[src/rtl/fas_pkg.sv]
// rtl/fas_pkg.sv - shared FAS datapath constants and slot helpers
package fas_pkg;

  // Default sample width and frame length of the FIR-to-FFT path
  localparam int DW_DEF   = 16;
  localparam int N_DEF    = 16;
  localparam int LOGN_DEF = $clog2(N_DEF);

  // Widest address the bit-reversal helper handles (N up to 256)
  localparam int LOGN_MAX = 8;

  // Reverse the low logn bits of v; bits above logn come back as zero
  function automatic logic [LOGN_MAX-1:0] bitrev(input logic [LOGN_MAX-1:0] v,
                                                 input int logn);
    logic [LOGN_MAX-1:0] r;
    r = '0;
    for (int i = 0; i < LOGN_MAX; i++) begin
      if (i < logn) begin
        r[3'(logn - 1 - i)] = v[3'(i)];
      end
    end
    return r;
  endfunction

  // Bit offset of slot i inside a flat frame word
  function automatic int slot_off(input int slot, input int dw);
    return slot * dw;
  endfunction

endpackage

[src/rtl/s2p_bank.sv]
// rtl/s2p_bank.sv - one N x DW sample bank with flat frame read-out
import fas_pkg::*;

module s2p_bank #(
  parameter int DW   = DW_DEF,
  parameter int N    = N_DEF,
  parameter int LOGN = $clog2(N)
) (
  input  logic              clk,
  input  logic              rst,
  input  logic              we,
  input  logic [LOGN-1:0]   addr,
  input  logic [DW-1:0]     din,
  output logic [N*DW-1:0]   dout
);

  logic [DW-1:0] mem [N];

  // Store one sample verbatim at the addressed slot; reset clears every slot
  always_ff @(posedge clk or posedge rst) begin
    if (rst) begin
      for (int i = 0; i < N; i++) begin
        mem[i] <= '0;
      end
    end else if (we) begin
      for (int i = 0; i < N; i++) begin
        if (addr == LOGN'(i)) begin
          mem[i] <= din;
        end
      end
    end
  end

  // Flatten the bank so slot i sits at bits [i*DW +: DW]
  for (genvar g = 0; g < N; g++) begin : g_flat
    assign dout[slot_off(g, DW) +: DW] = mem[g];
  end

endmodule

[src/rtl/fir_s2p_buffer.sv]
// rtl/fir_s2p_buffer.sv - ping-pong serial-to-parallel FIR-to-FFT frame buffer (option S2P_BITREV_EN)
import fas_pkg::*;

module fir_s2p_buffer #(
  parameter int DW = DW_DEF,
  parameter int N  = N_DEF   // power of two in {8, 16, 32}
) (
  input  logic              clk,
  input  logic              rst,
  input  logic              in_valid,
  input  logic [DW-1:0]     in_d,
  input  logic              flush,
  output logic              frame_valid,
  input  logic              frame_ready,
  output logic [N*DW-1:0]   frame_d,
  output logic [7:0]        frame_cnt,
  output logic              ovf
);

  localparam int LOGN = $clog2(N);

  logic [LOGN-1:0] wr_cnt;
  logic [LOGN-1:0] slot;
  logic            wr_bank;
  logic            rd_bank;
  logic [1:0]      full;
  logic            accept;
  logic            drop;
  logic            last;
  logic            handshake;
  logic [N*DW-1:0] bank0_d;
  logic [N*DW-1:0] bank1_d;

  // The full flag is sampled before the edge, so a bank freed by a handshake
  // in this cycle still refuses a sample arriving in the same cycle.
  assign accept    = in_valid & ~flush & ~full[wr_bank];
  assign drop      = in_valid & ~flush &  full[wr_bank];
  assign last      = accept & (wr_cnt == LOGN'(N - 1));
  assign frame_valid = full[rd_bank];
  assign handshake = frame_valid & frame_ready;
  assign frame_d   = rd_bank ? bank1_d : bank0_d;

`ifdef S2P_BITREV_EN
  // Bit-reversed slot order so a DIT FFT can read the frame directly
  assign slot = LOGN'(bitrev(LOGN_MAX'(wr_cnt), LOGN));
`else
  // Natural slot order
  assign slot = wr_cnt;
`endif

  s2p_bank #(.DW(DW), .N(N), .LOGN(LOGN)) u_bank0 (
    .clk  (clk),
    .rst  (rst),
    .we   (accept & ~wr_bank),
    .addr (slot),
    .din  (in_d),
    .dout (bank0_d)
  );

  s2p_bank #(.DW(DW), .N(N), .LOGN(LOGN)) u_bank1 (
    .clk  (clk),
    .rst  (rst),
    .we   (accept & wr_bank),
    .addr (slot),
    .din  (in_d),
    .dout (bank1_d)
  );

  // Write pointer: advance on accepted samples, hop banks at frame end, flush restarts the frame
  always_ff @(posedge clk or posedge rst) begin
    if (rst) begin
      wr_cnt  <= '0;
      wr_bank <= 1'b0;
    end else if (flush) begin
      wr_cnt  <= '0;
    end else if (accept) begin
      if (last) begin
        wr_cnt  <= '0;
        wr_bank <= ~wr_bank;
      end else begin
        wr_cnt  <= wr_cnt + 1'b1;
      end
    end
  end

  // Full flags: the completing bank and the handshaking bank are always different
  // banks, so set and clear never collide on the same flag.
  always_ff @(posedge clk or posedge rst) begin
    if (rst) begin
      full <= 2'b00;
    end else begin
      for (int b = 0; b < 2; b++) begin
        if (last && (wr_bank == 1'(b))) begin
          full[b] <= 1'b1;
        end else if (handshake && (rd_bank == 1'(b))) begin
          full[b] <= 1'b0;
        end
      end
    end
  end

  // Read pointer and hand-off counter step on each accepted frame
  always_ff @(posedge clk or posedge rst) begin
    if (rst) begin
      rd_bank   <= 1'b0;
      frame_cnt <= 8'd0;
    end else if (handshake) begin
      rd_bank   <= ~rd_bank;
      frame_cnt <= frame_cnt + 8'd1;
    end
  end

  // Sticky overflow: any sample refused because its bank was still full
  always_ff @(posedge clk or posedge rst) begin
    if (rst) begin
      ovf <= 1'b0;
    end else if (drop) begin
      ovf <= 1'b1;
    end
  end

endmodule

[config.mk]
export PLATFORM = sky130hd
export DESIGN_NAME = fir_s2p_buffer
export DESIGN_NICKNAME = d
export VERILOG_FILES = /design/src/rtl/fas_pkg.sv /design/src/rtl/s2p_bank.sv /design/src/rtl/fir_s2p_buffer.sv
export SDC_FILE = /design/constraint.sdc
export NUM_CORES = 1
export LEC_CHECK = 0
export CORE_MARGIN = 5
export CORE_UTILIZATION = 40
export CTS_BUF_LIST = sky130_fd_sc_hd__clkbuf_2
export DETAILED_ROUTE_END_ITERATION = 7
export SLEW_MARGIN = 20
export SYNTH_ARGS = -nofsm -noshare
export SYNTH_HDL_FRONTEND = slang
export SYNTH_HIERARCHICAL = 1
export SYNTH_SLANG_ARGS = --single-unit
[constraint.sdc]
create_clock -name clk -period 26.9 [get_ports clk]
set_input_delay 5.38 -clock clk [delete_from_list [all_inputs] [get_ports clk]]
set_output_delay 5.38 -clock clk [all_outputs]
set_load 0.05 [all_outputs]
**Yosys cells after proc, flatten, opt, wreduce, memory -nomap -nowiden**

Cells that the tools add are included.
Widths: inputs -> output; s select.

- Bits in registers: 529
- Input port bits: 21
- Output and inout port bits: 266

- $add $sub $neg: 2
- Magnitude comparators: 2
- Equality and inequality tests: 15
- Multiplexer cells: 12
- Bitwise gates (word level): 11
- Reductions and logical operators: 41

Operator list:

| kind | number |
|---|---|
| $mux 256 | 1 |
| $reduce_and 2->1 | 32 |
| $eq 4x4->1 const B | 8 |
| $eq 4x3->1 const B | 4 |
| $mux 4 | 3 |
| $add 8x1->8 const B | 1 |
| $eq 4x2->1 const B | 2 |
| $mux 1 | 8 |
| $and 1x1->1 | 7 |
| $reduce_bool 2->1 | 3 |
| $add 4x1->4 const B | 1 |
| $eq 4x1->1 const B | 1 |
| $logic_and 1x1->1 | 4 |
| $logic_not 4->1 | 1 |
| $lt 1x2->1 const B | 2 |
| $not 1->1 | 4 |
| $reduce_and 3->1 | 1 |

**Depth between registers and ports, before layout**

- Word-level depth: 8
- Depth in mapped cells: 7
- Gate-level depth less buffers: 5

**Hierarchy**

Netlist, hierarchy kept.

Modules (own cells, without submodules):

| module | instances | cells an instance | area each (µm²) | seq. area each (µm²) |
|---|---|---|---|---|
| s2p_bank | 2 | 575 | 9649.3 | 6406.1 |
| fir_s2p_buffer | 1 | 360 | 3853.7 | 425.4 |

**Worst setup path before layout**

Ideal clock, no wire load.

- Path kind: in2reg
- From: input port flush
- To: register u_bank1.mem, in the netlist u_bank1/dout[48]
- Setup time: 0.125 ns
- Arrival: 7.048 ns
- Required time: 26.775 ns
- Path slack: 19.727 ns
- Stages on the path: 7
- Path through: nand2b_1 -> nor3b_1 -> nor3b_2 -> nor2b_1 -> buf_2 -> buf_2 -> mux2_2

- Cells in the longest elaborated chain, start to end: 5

RTL lines:

| what | line | text |
|---|---|---|
| start: declaration | fir_s2p_buffer.sv:12 | `input logic flush,` |
| $not 1->1 (no line) | - |  |
| $and 1x1->1 (2 in a row) | fir_s2p_buffer.sv:36 | `assign accept = in_valid & ~flush & ~full[wr_bank];` |
| $and 1x1->1 | fir_s2p_buffer.sv:63 | `.we (accept & wr_bank),` |
| $reduce_and 2->1 (no line) | - |  |
| end signal: indexed assignment | s2p_bank.sv:28 | `mem[i] <= din;` |
| end: declaration | s2p_bank.sv:17 | `logic [DW-1:0] mem [N];` |

Every way passes these cells.
A chain may end at the register's enable or synchronous reset.

**Final worst setup path**

- From: register rd_bank
- To: output port frame_d[73]

- Cells in the longest elaborated chain, start to end: 1

RTL lines:

| what | line | text |
|---|---|---|
| start: declaration | fir_s2p_buffer.sv:25 | `logic rd_bank;` |
| start signal: assignment | fir_s2p_buffer.sv:108 | `rd_bank <= ~rd_bank;` |
| $mux 256 | fir_s2p_buffer.sv:41 | `assign frame_d = rd_bank ? bank1_d : bank0_d;` |
| end: declaration | fir_s2p_buffer.sv:15 | `output logic [N*DW-1:0] frame_d,` |

Every way passes these cells.

==> run summary <==
Worst path max stage delay = 1.11 ns
port buffer count = 286
first-pass GRT wire length = 98.4 mm
vias in the first global route = 15171
Sw Ratio = 0.327
Flop pwr share = 0.484
total negative slack = 0 ns
layout cells sized above 1 = 0.521
CTS tree = built
CP arrival = 4.55 ns
Clk network pwr share = 0.318
post-DP HPWL = 40.7 mm
initial core utilization = 0.403
DRT iter0 DRCs = 563
RSZ-0062 raised after global routing = false
final setup vio count = 0
sequential-to-total area share from yosys stat = 0.572
status = finished clean
power per cell area = 63.1 nW/µm²
Max Clk Rate = 101 MHz
Post-synth EDFFs = 0
TritonCTS buffer count = 144
nets = 1886
Hold Fails Final Rpt = 0
largest net degree at the start of global routing = 156
Reg clk slew, reported paths = 0.11 ns
DR vias = 13989
asr flop ratio synth = 1.00
Crit path required time = 21.52 ns
cts repair resizes = 0
Leak = 13.8 nW
combinational share of power = 0.198
Slew Viols, Final = 0
Max-slew headroom = 0.233
final period utilization = 0.369
Net Sw Power = 0.000578 W
WL final = 64.5 mm
wire per inst = 23.7 µm
Worst setup EP type = output pin
die extent in x = 251 µm
clock buffer depth = 3
Tot GR Track Use = 0.206
antenna violations before repair = 1
CP top delay family = buffers and inverters
hold buffers post-CTS = 0
post-route ant nets = 0
DP Cell Count = 2482
GR Overflow Total = 0
clk root buf = clkbuf_2
FF+latch count, synth = 529
Post-Syn Nets = 1533
cells after synthesis = 1510
Layout Cells excl Fill = 2729
drt pass-1 iters = 5
clk_lat worst skew = 1.26 ns
Min Clock Period, post-route = 9.93 ns
worst-path fanout max = 72
most frequently used flop master after synthesis = dfrtp_1
cell-by-cell trace of the critical path = buf_4, mux2_2, clkdlybuf4s50_1
Min-Delay Path Class = flop to flop
row cnt = 88
Unique masters post-synth = 36
num ports = 287
Yosys warning count = 6
full die area = 62800 µm²
peak supply drop = 0.0366 mV
Setup Crit Path Kind = flop to output pin
Worst Max-Slew Pin Slew = 1.15 ns
Syn Std Cell Area = 23200 µm²
Internal = 0.00119 W
core area = 57500 µm²
Crit-path slowest cell = dfrtp_4
DRC viols = 0
clock skew = 0.0620 ns
Buf+Inv Stages, Crit Path = 2
CTS H-Tree Depth = 4
Die Ht = 251 µm
number of setup buffers added after CTS = 0
DR vias/cell = 5.13
Area growth syn-to-layout = 20.8%
Syn Area/Cell = 15.3 µm²
Max Cap Violations = 0
Clock Sinks = 529
CP Launch Type = flop
RePlAce Congestion = 0.769
-- power groups by stage --
stage                     Clock, W  Combinational [W]  Sequential, W
final                     0.000561           0.000349       0.000855
after global routing      0.000633           0.000367       0.000860
after CTS                 0.000587           0.000356       0.000855
after detailed placement         0           0.000354       0.000871
after global placement           0           0.000351       0.000871
after floorplan                  0           0.000236       0.000862
-- area by class of cell --
type	count	area, µm²
Clock buffer	215	1080
Fill cell	5154	29500
Antenna cell	2	5.00
Clock inverter	30	180
Tap cell	765	957
Inverter	8	45.0
Sequential cell	529	13200
Timing Repair Buffer	312	3050
Multi-Input combinational cell	868	9420
-- sequential cells by signal (all words and copies together) (netlist names) --
| register | cells |
|---|---|
| frame_cnt | 8 |
| slot | 4 |
| wr_bank | 1 |
| rd_bank | 1 |
| full | 2 |
| ovf | 1 |
| u_bank1/dout | 256 |
| u_bank0/dout | 256 |
-- worst register-to-register path, cell delays in order (launching register included) --
cell	delay [ns]
dfrtp_1	0.47
nor3b_1	0.48
nor3b_2	0.40
nor2b_2	0.93
mux2_2	0.43
-- per-stage QoR --
stage	power [W]	util	setup slack [ns]	hold WS, ns	instance area [µm²]
2_1_floorplan	0.00110	-	14.48	0.459	23200
3_3_place_gp	0.00122	0.464	18.18	0.459	26700
3_5_place_dp	0.00123	0.465	18.19	0.463	26700
4_1_cts	0.00180	0.486	16.66	0.485	28000
5_1_grt	0.00186	0.487	16.62	0.512	28000
6_report	0.00177	0.487	16.97	0.474	28000
-- synthesized netlist by cell type (4+ instances only) --
library cell    n  area (µm²)
nor2_2         12        75.1
buf_2          70         350
nand2b_1       12        75.1
nand3b_1        5        37.5
mux2_2        717        8070
nand4_1         4        25.0
xor2_1          7        61.3
mux2_1         32         360
dfrtp_1       529       13200
nor2_1         10        37.5
inv_1           8        30.0
mux2_4         21         315
clkbuf_1       32         120
nand2_1         9        33.8
nor3_1          7        35.0
or3_1           5        31.3
-- placed cells by master (no fill, tap or decap), types with 7 or more instances in the layout --
cell type          n
xor2_1             7
clkbuf_2         215
clkdlybuf4s50_1  281
dfrtp_1          528
mux2_4            21
clkinv_1          19
nor2_2            13
mux2_2           717
nor3_1             7
nand2b_1          11
buf_4             25
mux2_1            32
nand2_1            9
-- metal layers --
metal | global-route usage | part of all wire
met1 | 0.289 | 0.46
met2 | 0.312 | 0.47
met3 | 0.0614 | 0.057
met4 | 0.0594 | 0.019
met5 | 0 | 0
-- path summary, 6_finish.rpt --
path | startpoint | endpoint | slack [ns] | cells past startpoint
min in group asynchronous | rst | full[0] | 4.83 | 2
min reg2reg | frame_cnt[7] | frame_cnt[7] | 0.47 | 1
max in group asynchronous | rst | u_bank1/dout[193] | 19.95 | 4
min | frame_cnt[7] | frame_cnt[7] | 0.47 | 1
max | rd_bank | frame_d[73] | 16.97 | 3
max reg2reg | full[1] | u_bank1/dout[51] | 24.05 | 4
-- logic make-up after synthesis --
family                   share of synthesized area
adder cells (fa/ha/maj)                    0.00108
AND/OR/NAND/NOR                             0.0187
AO/OA/AOI/OAI                              0.00362
buffers and inverters                       0.0229
XOR/XNOR                                   0.00303
multiplexers                                 0.379
flip-flops                                   0.572
Note: power is estimated with default switching activity, not from simulation.
